--- src/rtl/glycemic_alarm_monitor_if.sv ---
// Handshake/sample bus between the glycemic index calculator, the alarm
// monitor and the insulin dosing controller.
interface glycemic_alarm_monitor_if;
    logic       sampleValid;
    logic [3:0] glycemicIndex;
    logic       insulinAck;
    logic [3:0] avgIndex;
    logic [1:0] state;
    logic       alarm;
    logic       insulinReq;
    logic [7:0] sampleCount;

    // Upstream side: supplies samples and the dosing acknowledge.
    modport master (
        output sampleValid, glycemicIndex, insulinAck,
        input  avgIndex, state, alarm, insulinReq, sampleCount
    );

    // Monitor side.
    modport slave (
        input  sampleValid, glycemicIndex, insulinAck,
        output avgIndex, state, alarm, insulinReq, sampleCount
    );
endinterface

--- src/rtl/glycemic_alarm_monitor.sv ---
// Glycemic alarm monitor: 4-sample running average, debounced
// NORMAL/HYPER/HYPO classifier and a one-shot insulin request handshake.
module glycemic_alarm_monitor #(
    parameter int unsigned HIGH_TH = 6,
    parameter int unsigned LOW_TH  = 2,
    parameter int unsigned CONFIRM = 3   // 1..7, must fit the 3-bit qualify counter
) (
    input logic                     clk,
    input logic                     rst,
    glycemic_alarm_monitor_if.slave bus
);

    localparam logic [3:0] HIGH_LVL    = 4'(HIGH_TH);
    localparam logic [3:0] LOW_LVL     = 4'(LOW_TH);
    localparam logic [3:0] CONFIRM_CNT = 4'(CONFIRM);

    typedef enum logic [1:0] {
        NORMAL = 2'b00,
        HYPER  = 2'b01,
        HYPO   = 2'b10
    } monStateT;

    monStateT   stateQ;
    monStateT   nextState;
    logic [2:0] qCnt;
    logic [2:0] nextQCnt;
    logic       dirHigh;       // direction of the current NORMAL-state streak
    logic       nextDirHigh;
    logic [3:0] runLen;        // streak length including the current sample
    logic [3:0] sample;
    logic       isHigh;
    logic       isLow;
    logic [3:0] hist [4];
    logic [5:0] histSum;
    logic [7:0] sampleCountQ;
    logic       insulinReqQ;

    // Indices above 8 are saturated before they reach any of the logic.
    assign sample = (bus.glycemicIndex > 4'd8) ? 4'd8 : bus.glycemicIndex;
    assign isHigh = (sample >= HIGH_LVL);
    assign isLow  = (sample <= LOW_LVL);

    // State register with the qualify counter and streak direction.
    always_ff @(posedge clk or posedge rst) begin
        if (rst) begin
            stateQ  <= NORMAL;
            qCnt    <= '0;
            dirHigh <= 1'b0;
        end else begin
            // NOTE: non-blocking assignments so every register samples the
            // pre-edge values; blocking here would create order-dependent races.
            stateQ  <= nextState;
            qCnt    <= nextQCnt;
            dirHigh <= nextDirHigh;
        end
    end

    // Next-state logic: debounce qualifying samples until CONFIRM is reached.
    always_comb begin
        // NOTE: every variable gets a default first so no path leaves it
        // unassigned, which would otherwise infer a latch.
        nextState   = stateQ;
        nextQCnt    = qCnt;
        nextDirHigh = dirHigh;
        runLen      = {1'b0, qCnt} + 4'd1;
        if (bus.sampleValid) begin
            unique case (stateQ)
                NORMAL: begin
                    if (isHigh || isLow) begin
                        // A change of direction restarts the streak at one.
                        if (dirHigh != isHigh) begin
                            runLen = 4'd1;
                        end
                        nextDirHigh = isHigh;
                        if (runLen >= CONFIRM_CNT) begin
                            nextState = isHigh ? HYPER : HYPO;
                            nextQCnt  = '0;
                        end else begin
                            nextQCnt = runLen[2:0];
                        end
                    end else begin
                        nextQCnt = '0;
                    end
                end
                HYPER, HYPO: begin
                    if ((stateQ == HYPER) ? (sample < HIGH_LVL) : (sample > LOW_LVL)) begin
                        if (runLen >= CONFIRM_CNT) begin
                            nextState = NORMAL;
                            nextQCnt  = '0;
                        end else begin
                            nextQCnt = runLen[2:0];
                        end
                    end else begin
                        nextQCnt = '0;
                    end
                end
                default: begin
                    nextState = NORMAL;
                    nextQCnt  = '0;
                end
            endcase
        end
    end

    // Sample history shift register feeding the running average.
    always_ff @(posedge clk or posedge rst) begin
        if (rst) begin
            // NOTE: the history is a small register file that must read as zero
            // before four samples arrive, so it is reset like any other state.
            for (int i = 0; i < 4; i++) begin
                hist[i] <= '0;
            end
        end else if (bus.sampleValid) begin
            hist[0] <= sample;
            hist[1] <= hist[0];
            hist[2] <= hist[1];
            hist[3] <= hist[2];
        end
    end

    // Accepted-sample counter, saturating at 255.
    always_ff @(posedge clk or posedge rst) begin
        if (rst) begin
            sampleCountQ <= '0;
        end else if (bus.sampleValid && (sampleCountQ != 8'hFF)) begin
            sampleCountQ <= sampleCountQ + 8'd1;
        end
    end

    // Insulin request: raised on HYPER entry, dropped on ack or HYPER exit.
    always_ff @(posedge clk or posedge rst) begin
        if (rst) begin
            insulinReqQ <= 1'b0;
        end else if ((stateQ != HYPER) && (nextState == HYPER)) begin
            insulinReqQ <= 1'b1;
        end else if ((stateQ == HYPER) && (nextState != HYPER)) begin
            insulinReqQ <= 1'b0;
        end else if (bus.insulinAck) begin
            insulinReqQ <= 1'b0;
        end
    end

    // Output logic: every output is a function of registers only.
    always_comb begin
        histSum         = {2'b00, hist[0]} + {2'b00, hist[1]}
                        + {2'b00, hist[2]} + {2'b00, hist[3]};
        bus.avgIndex    = 4'(histSum >> 2);
        bus.state       = stateQ;
        bus.alarm       = (stateQ != NORMAL);
        bus.insulinReq  = insulinReqQ;
        bus.sampleCount = sampleCountQ;
    end

endmodule

--- src/flat_wrapper.sv ---
// flat-port wrapper written by rule: the top's interface ports become plain ports
module glycemic_alarm_monitor_flat 
#(
    parameter int unsigned HIGH_TH = 6,
    parameter int unsigned LOW_TH  = 2,
    parameter int unsigned CONFIRM = 3                                              
)
  (clk, rst, bus_sampleValid, bus_glycemicIndex, bus_insulinAck, bus_avgIndex, bus_state, bus_alarm, bus_insulinReq, bus_sampleCount);
  glycemic_alarm_monitor_if bus_i ();
  input logic clk;
  input logic rst;
  input wire logic [$bits(bus_i.sampleValid)-1:0] bus_sampleValid;
  input wire logic [$bits(bus_i.glycemicIndex)-1:0] bus_glycemicIndex;
  input wire logic [$bits(bus_i.insulinAck)-1:0] bus_insulinAck;
  output wire logic [$bits(bus_i.avgIndex)-1:0] bus_avgIndex;
  output wire logic [$bits(bus_i.state)-1:0] bus_state;
  output wire logic [$bits(bus_i.alarm)-1:0] bus_alarm;
  output wire logic [$bits(bus_i.insulinReq)-1:0] bus_insulinReq;
  output wire logic [$bits(bus_i.sampleCount)-1:0] bus_sampleCount;
  assign bus_i.sampleValid = bus_sampleValid;
  assign bus_i.glycemicIndex = bus_glycemicIndex;
  assign bus_i.insulinAck = bus_insulinAck;
  assign bus_avgIndex = bus_i.avgIndex;
  assign bus_state = bus_i.state;
  assign bus_alarm = bus_i.alarm;
  assign bus_insulinReq = bus_i.insulinReq;
  assign bus_sampleCount = bus_i.sampleCount;
  glycemic_alarm_monitor #(.HIGH_TH(HIGH_TH), .LOW_TH(LOW_TH), .CONFIRM(CONFIRM)) u_core (.clk(clk), .rst(rst), .bus(bus_i));
endmodule
--- config.mk ---
export PLATFORM = sky130hd
export DESIGN_NAME = glycemic_alarm_monitor_flat
export DESIGN_NICKNAME = d
export VERILOG_FILES = /design/src/rtl/glycemic_alarm_monitor_if.sv /design/src/rtl/glycemic_alarm_monitor.sv /design/src/flat_wrapper.sv
export SDC_FILE = /design/constraint.sdc
export NUM_CORES = 1
export LEC_CHECK = 0
export BUFFER_PORTS_ARGS = -buffer_cell sky130_fd_sc_hd__buf_2
export CORE_MARGIN = 4
export CORE_UTILIZATION = 60
export CTS_CLUSTER_SIZE = 28
export DETAILED_ROUTE_END_ITERATION = 8
export PLACE_DENSITY = 0.85
export SETUP_SLACK_MARGIN = 0.4
export SLEW_MARGIN = 20
export SYNTH_ARGS = -nofsm -noshare
export SYNTH_HDL_FRONTEND = slang
export SYNTH_SLANG_ARGS = --single-unit
--- constraint.sdc ---
create_clock -name clk -period 7.5 [get_ports clk]
set_clock_uncertainty 0.05 [all_clocks]
set_input_delay 1.5 -clock clk [delete_from_list [all_inputs] [get_ports clk]]
set_output_delay 1.5 -clock clk [all_outputs]
set_load 0.01 [all_outputs]
==> results of run 1 <==
## cell type report
| type | count | area (sq um) | area share [%] |
|---|---|---|---|
| timing repair buffer | 23 | 115 | 5.47 |
| inverter | 25 | 108 | 5.11 |
| sequential | 31 | 776 | 36.8 |
| clock buffer | 8 | 68.8 | 3.27 |
| tap | 44 | 55.1 | 2.61 |
| multi-input combinational | 119 | 983 | 46.7 |
## cell usage after synthesis (all sizes together) (2+ instances only)
cell type,n
inv,24
a22o,4
o21ai,11
nand4,2
mux2,8
clkbuf,2
o221ai,2
xnor2,9
nand3,5
dfrtp,31
nor2b,2
a21oi,9
nand2,11
xor2,2
a221oi,2
a21o,5
nor2,6
ha,14
fa,5
nand2b,4
## metrics by stage
step	utilization (%)	hold slack (ps)	worst slack (ps)	total power, mW	instance area [sq um]
final	69.5	452	2940	0.701	2110
after global routing	69.5	470	2780	0.764	2110
after CTS	69.5	451	2920	0.707	2110
after detailed placement	67.3	429	3300	0.593	2040
after global placement	67.3	413	3370	0.574	2040
after floorplan	-	403	3500	0.495	1880
## routing by layer
metal	up-vias	GRT usage (%)	wire (microns)
li1	671	-	-
met1	663	22.3	1500
met2	29	31.9	1670
met3	5	6.15	147
met4	0	7.01	58
met5	-	0	0
## logic make-up after synthesis
group                      count (synthesis)  synth area share [%]
AOI/OAI and AO/OA                         42                  16.4
xor gates and xnor gates                  11                  5.12
adders and majority gates                 20                  15.2
buffers and inverters                     28                  6.52
DFF                                       31                  41.2
muxes                                      9                  5.52
and+or+nand+nor                           37                  10.0
## registers in the layout, indices dropped and copies added, names as in the netlist
| signal | cells |
|---|---|
| u_core.hist | 16 |
| u_core.dirHigh | 1 |
| u_core.bus.state | 2 |
| u_core.bus.insulinReq | 1 |
| u_core.bus.sampleCount | 8 |
| u_core.qCnt | 3 |
## where the power goes
group / internal, mW / total (mW) / switching (mW) / leakage [nW]
logic: 0.161 / 0.334 / 0.173 / 0.631
registers: 0.210 / 0.257 / 0.0470 / 0.390
clock network: 0.0551 / 0.110 / 0.0553 / 0.0386
total: 0.426 / 0.701 / 0.275 / 1.06
## cell usage in the layout, fill, tap and decap left out, drive strengths merged, types with 4 or more instances in the layout
cell    synthesis  final
fa              5      5
nor2            6      6
a21o            5      5
a21oi           9      9
mux2            8      8
a22o            4      4
nand2b          4      4
xnor2           9      9
dfrtp          31     31
inv            24     24
nand3           5      5
nand2          11     11
buf             1     23
clkbuf          2      8
ha             14     14
o21ai          11     11
## critical path: stages (launching register included)
cell     delay, ps
dfrtp_1        410
ha_1           230
fa_1           400
xnor2_1        150
fa_1           540
inv_1           60
ha_1           280
a21o_1         160
a21oi_1        160
xnor2_1        140
buf_2          150
## worst paths after layout
kind / from / endpoint / depth (start not counted)
max in group asynchronous: rst / u_core.hist[3] / 2
worst max register to register: u_core.bus.state[1] / u_core.bus.insulinReq / 8
min in group asynchronous: rst / u_core.bus.insulinReq / 2
worst max-delay path: u_core.hist[8] / bus_avgIndex[2] / 10
worst min register to register: u_core.hist[5] / u_core.hist[1] / 2
worst min-delay path: u_core.hist[5] / u_core.hist[1] / 2
==> results.toml, run 1 <==
[synthesis]
synth_ff_type = "dfrtp_1"
synth_area_leader_cell = "dfrtp_1"
synthesis.nets = 205
async_flop_share_pct = 100
ys_seq_elements = 31
synth_seq_area_share_pct = 41.2
synth.area.top_cells = "dfrtp_1, ha_1, fa_1"
ys_types = 43
synth_top_area_share_pct = 41.2
synth_area_sq_um = 1880
syn_area_per_cell_sq_um = 10.6
postSynthCellCount = 178
ys_warn_count = 0
synth_edf_count = 0

[detailed_routing]
via_per_inst = 5.47
drcViolationCount = 0
vias = 1368
drtIter0Drc = 80
drt-pass1-iter-count = 4
ant_nets = 0
wl_mm = 3.38
wl_per_cell_microns = 13.5

[worst_setup_path]
cp_max_fo = 3
path_class = "register to primary output"
rrSetupSlack_ps = 5170
endpoint_kind = "primary output"
cp.arrival_ps = 3010
cp-start-kind = "register"
critPathRequiredTime_ps = 5950

[clocking]
clk_pin_slew_ps = 90
cts_resized = 0
clockBufferDepth = 2
hold_buffers = 0
insertion_delay_ps = 330
cts_tree = "done"
clock-sinks = 31
htree_levels = 2
numCtsBuffers = 5
post_cts_buffers = 0
cts-root-buf = "clkbuf_4"

[pwr]
power_density_nw_per_um2 = 333
peakVddDrop_mv = 0.222
total_leakage_power_nw = 1.06

[placement]
place_hpwl_mm = 2.60
place_inst = 242
portBuffers = 23
routabilityCongestion = 0.874

[cells_and_area]
n_antenna_cell = 0
drive_gt1_share_pct = 22.8
final_nets = 232
areaGrowthSynthToFinish_pct = 11.9
fillers = 221
stdcell_count = 250

[global_routing]
grt_pass1_vias = 1360
antenna_found_initial = 0
gr-total-overflow = 0
grt_start_max_net_pins = 32
grt_pass1_wl_mm = 5.95
grtUsageTotal_pct = 18.9

[timing]
rsz0062_at_grt = "no"
period_share_pct = 60.8
finalHoldViolations = 0
worstMarginPinSlew_ps = 615
setup_tns_ps = 0
timing.slew.headroom_pct = 58.9
drv_slew = 0
period_minus_slack_ps = 4560
timing.fmax_mhz = 219
setup_viol = 0

[run_status]
outcome = "complete, no violations"

[floorplan]
ioPinCount = 24
die_area_sq_um = 4100
die_h_microns = 64.0
die_w_microns = 64.0
initial_core_util_pct = 62.1
placementRows = 20
core_sq_um = 3030

[job]
maxCapViolCount = 0

[min_path]
hold_class = "register to register"
Power figures use the tool's default switching activity.
==> run 2: changes to the inputs <==
--- a/config.mk
+++ b/config.mk
@@ -7,10 +7,10 @@
 export LEC_CHECK = 0
 export BUFFER_PORTS_ARGS = -buffer_cell sky130_fd_sc_hd__buf_2
 export CORE_MARGIN = 4
-export CORE_UTILIZATION = 60
+export CORE_UTILIZATION = 57
 export CTS_CLUSTER_SIZE = 28
 export DETAILED_ROUTE_END_ITERATION = 8
-export PLACE_DENSITY = 0.85
+export PLACE_DENSITY = 0.82
 export SETUP_SLACK_MARGIN = 0.4
 export SLEW_MARGIN = 20
 export SYNTH_ARGS = -nofsm -noshare
==> constraint.sdc (replaced) <==
create_clock -name clk -period 4.6 [get_ports clk]
set_clock_uncertainty 0.05 [all_clocks]
set_input_delay 0.92 -clock clk [delete_from_list [all_inputs] [get_ports clk]]
set_output_delay 0.92 -clock clk [all_outputs]
set_load 0.01 [all_outputs]
==> run 2 against run 1 <==
Global-route usage shrank 0.40 points; clock power grew 61%; register-to-register slack lost 2900 ps; clock-buffer cell count is the same; via count is essentially flat; final area grew 0.36%; die area grew 4.6%; routed wire length grew 0.92%; worst hold slack lost 4.7 ps; sequential power grew 64%; flip-flop and latch count is the same; critical path type unchanged.
==> results.toml, run 2 (synthesized netlist as in run 1, its figures left out) <==
[run_status]
outcome = "complete, no violations"

[floorplan]
core_sq_um = 3100
initial_core_util_pct = 60.6
placementRows = 20
die_area_sq_um = 4280
die_w_microns = 65.5
die_h_microns = 65.5
ioPinCount = 24

[clocking]
insertion_delay_ps = 320
numCtsBuffers = 5
cts_resized = 0
clk_pin_slew_ps = 100
post_cts_buffers = 0
clock-sinks = 31
hold_buffers = 0
htree_levels = 2
clockBufferDepth = 2
cts_tree = "done"
cts-root-buf = "clkbuf_4"

[cells_and_area]
fillers = 269
final_common_cell = "dfrtp_1"
drive_gt1_share_pct = 22.7
final_cell_mix = "dfrtp_1, inv_1, buf_2, ha_1, nand2_1"
stdcell_count = 251
final_nets = 233
top_register = "u_core.hist"
areaGrowthSynthToFinish_pct = 12.3
largest_reg_flops = 16
n_antenna_cell = 0

[timing]
setup_viol = 0
period_share_pct = 86.3
rsz0062_at_grt = "no"
timing.fmax_mhz = 252
period_minus_slack_ps = 3970
finalHoldViolations = 0
timing.slew.headroom_pct = 66.1
setup_tns_ps = 0
worstMarginPinSlew_ps = 509
drv_slew = 0

[global_routing]
gr-total-overflow = 0
grtUsageTotal_pct = 18.5
antenna_found_initial = 0
grt_pass1_wl_mm = 6.13
grt_pass1_vias = 1453
grt_start_max_net_pins = 32

[placement]
place_inst = 243
routabilityCongestion = 0.870
portBuffers = 23
place_hpwl_mm = 2.66

[pwr]
p_comb_share_pct = 47.5
switching_share_pct = 39.0
power_density_nw_per_um2 = 538
net-switching-power_mw = 0.443
p_clk_share_pct = 15.5
power.internal_mw = 0.694
pwr-share-seq_pct = 37.0
total_leakage_power_nw = 1.07
peakVddDrop_mv = 0.334

[job]
maxCapViolCount = 0

[worst_setup_path]
worstReg2RegEnd = "u_core.bus.insulinReq"
crit_buf_inv = 2
path_class = "register to primary output"
r2r_start = "u_core.bus.state[1]"
worstPathCellList = "ha_1 -> fa_1 -> xnor2_1 -> fa_1 -> inv_1 -> ha_1 -> a21o_1 -> a21oi_1 -> xnor2_1 -> buf_2"
cp_max_fo = 3
crit_start = "u_core.hist[8]"
crit_family = "adder cells"
critPathRequiredTime_ps = 3630
r2r_cells = 8
cp-start-kind = "register"
endpoint_kind = "primary output"
slowest_stage = "fa_1"
critical_path.max_stage_delay_ps = 530
rrSetupSlack_ps = 2260
cp.arrival_ps = 3000

[min_path]
min_from = "u_core.hist[6]"
min_to = "u_core.hist[2]"
hold_path_depth = 2
hold_class = "register to register"

[detailed_routing]
vias = 1369
drt-pass1-iter-count = 4
drcViolationCount = 0
via_per_inst = 5.45
wl_per_cell_microns = 13.6
wl_mm = 3.41
ant_nets = 0
drtIter0Drc = 75
==> run 2: cell count changes in the layout (fill, tap and decap cells not counted) <==
cell / change
buf_4: +1
inv_2: -1
inv_1: +1
==> run 2: worst max-delay path by stage <==
| stage | end | slack [ps] | cells after the start |
|---|---|---|---|
| floorplan | bus_avgIndex[2] | 1180 | 9 |
| global placement | bus_avgIndex[2] | 1040 | 10 |
| detailed placement | bus_avgIndex[2] | 960 | 10 |
| CTS | bus_avgIndex[2] | 600 | 10 |
| global route | bus_avgIndex[2] | 460 | 10 |
| finish | bus_avgIndex[2] | 630 | 10 |
==> run 2: tightest hold or removal path, stage by stage (launching register included) <==
cell and delay (ps):
dfrtp_1 360, nand2_1 50, o21ai_0 60
==> run 2: area by class of cell <==
type / count / area [sq um] / area share (%)
well taps: 44 / 55.1 / 2.61
repair buffers: 24 / 123 / 5.80
multi-input cells: 119 / 983 / 46.5
clock buffers: 8 / 68.8 / 3.26
flip-flops and latches: 31 / 776 / 36.7
inverters: 25 / 108 / 5.09
==> run 2: power by group through the flow <==
stage | clock (mW) | combinational, mW | sequential (mW)
floorplan | 0 | 0.377 | 0.430
global placement | 0 | 0.521 | 0.416
detailed placement | 0 | 0.543 | 0.425
CTS | 0.183 | 0.547 | 0.419
global route | 0.200 | 0.607 | 0.433
finish | 0.177 | 0.540 | 0.421
==> run 2: routing by layer <==
metal  global-route usage, %  share of wire, %  vias up  wire length, microns
li1                        -                 -      680                     -
met2                    31.6                51       27                  1740
met4                    5.44              0.35        0                    12
met5                       0                 0        -                     0
met3                    5.98               3.3        2                   113
met1                    22.2                45      660                  1540
==> run 2: through the flow <==
step	power [mW]	cell area, sq um	setup slack, ps	hold WS (ps)	util, %
6_report	1.14	2110	631	447	68.1
2_1_floorplan	0.807	1880	1180	403	-
3_3_place_gp	0.937	2040	1040	417	65.9
5_1_grt	1.24	2110	457	479	68.1
3_5_place_dp	0.968	2040	963	427	65.9
4_1_cts	1.15	2110	597	450	68.1
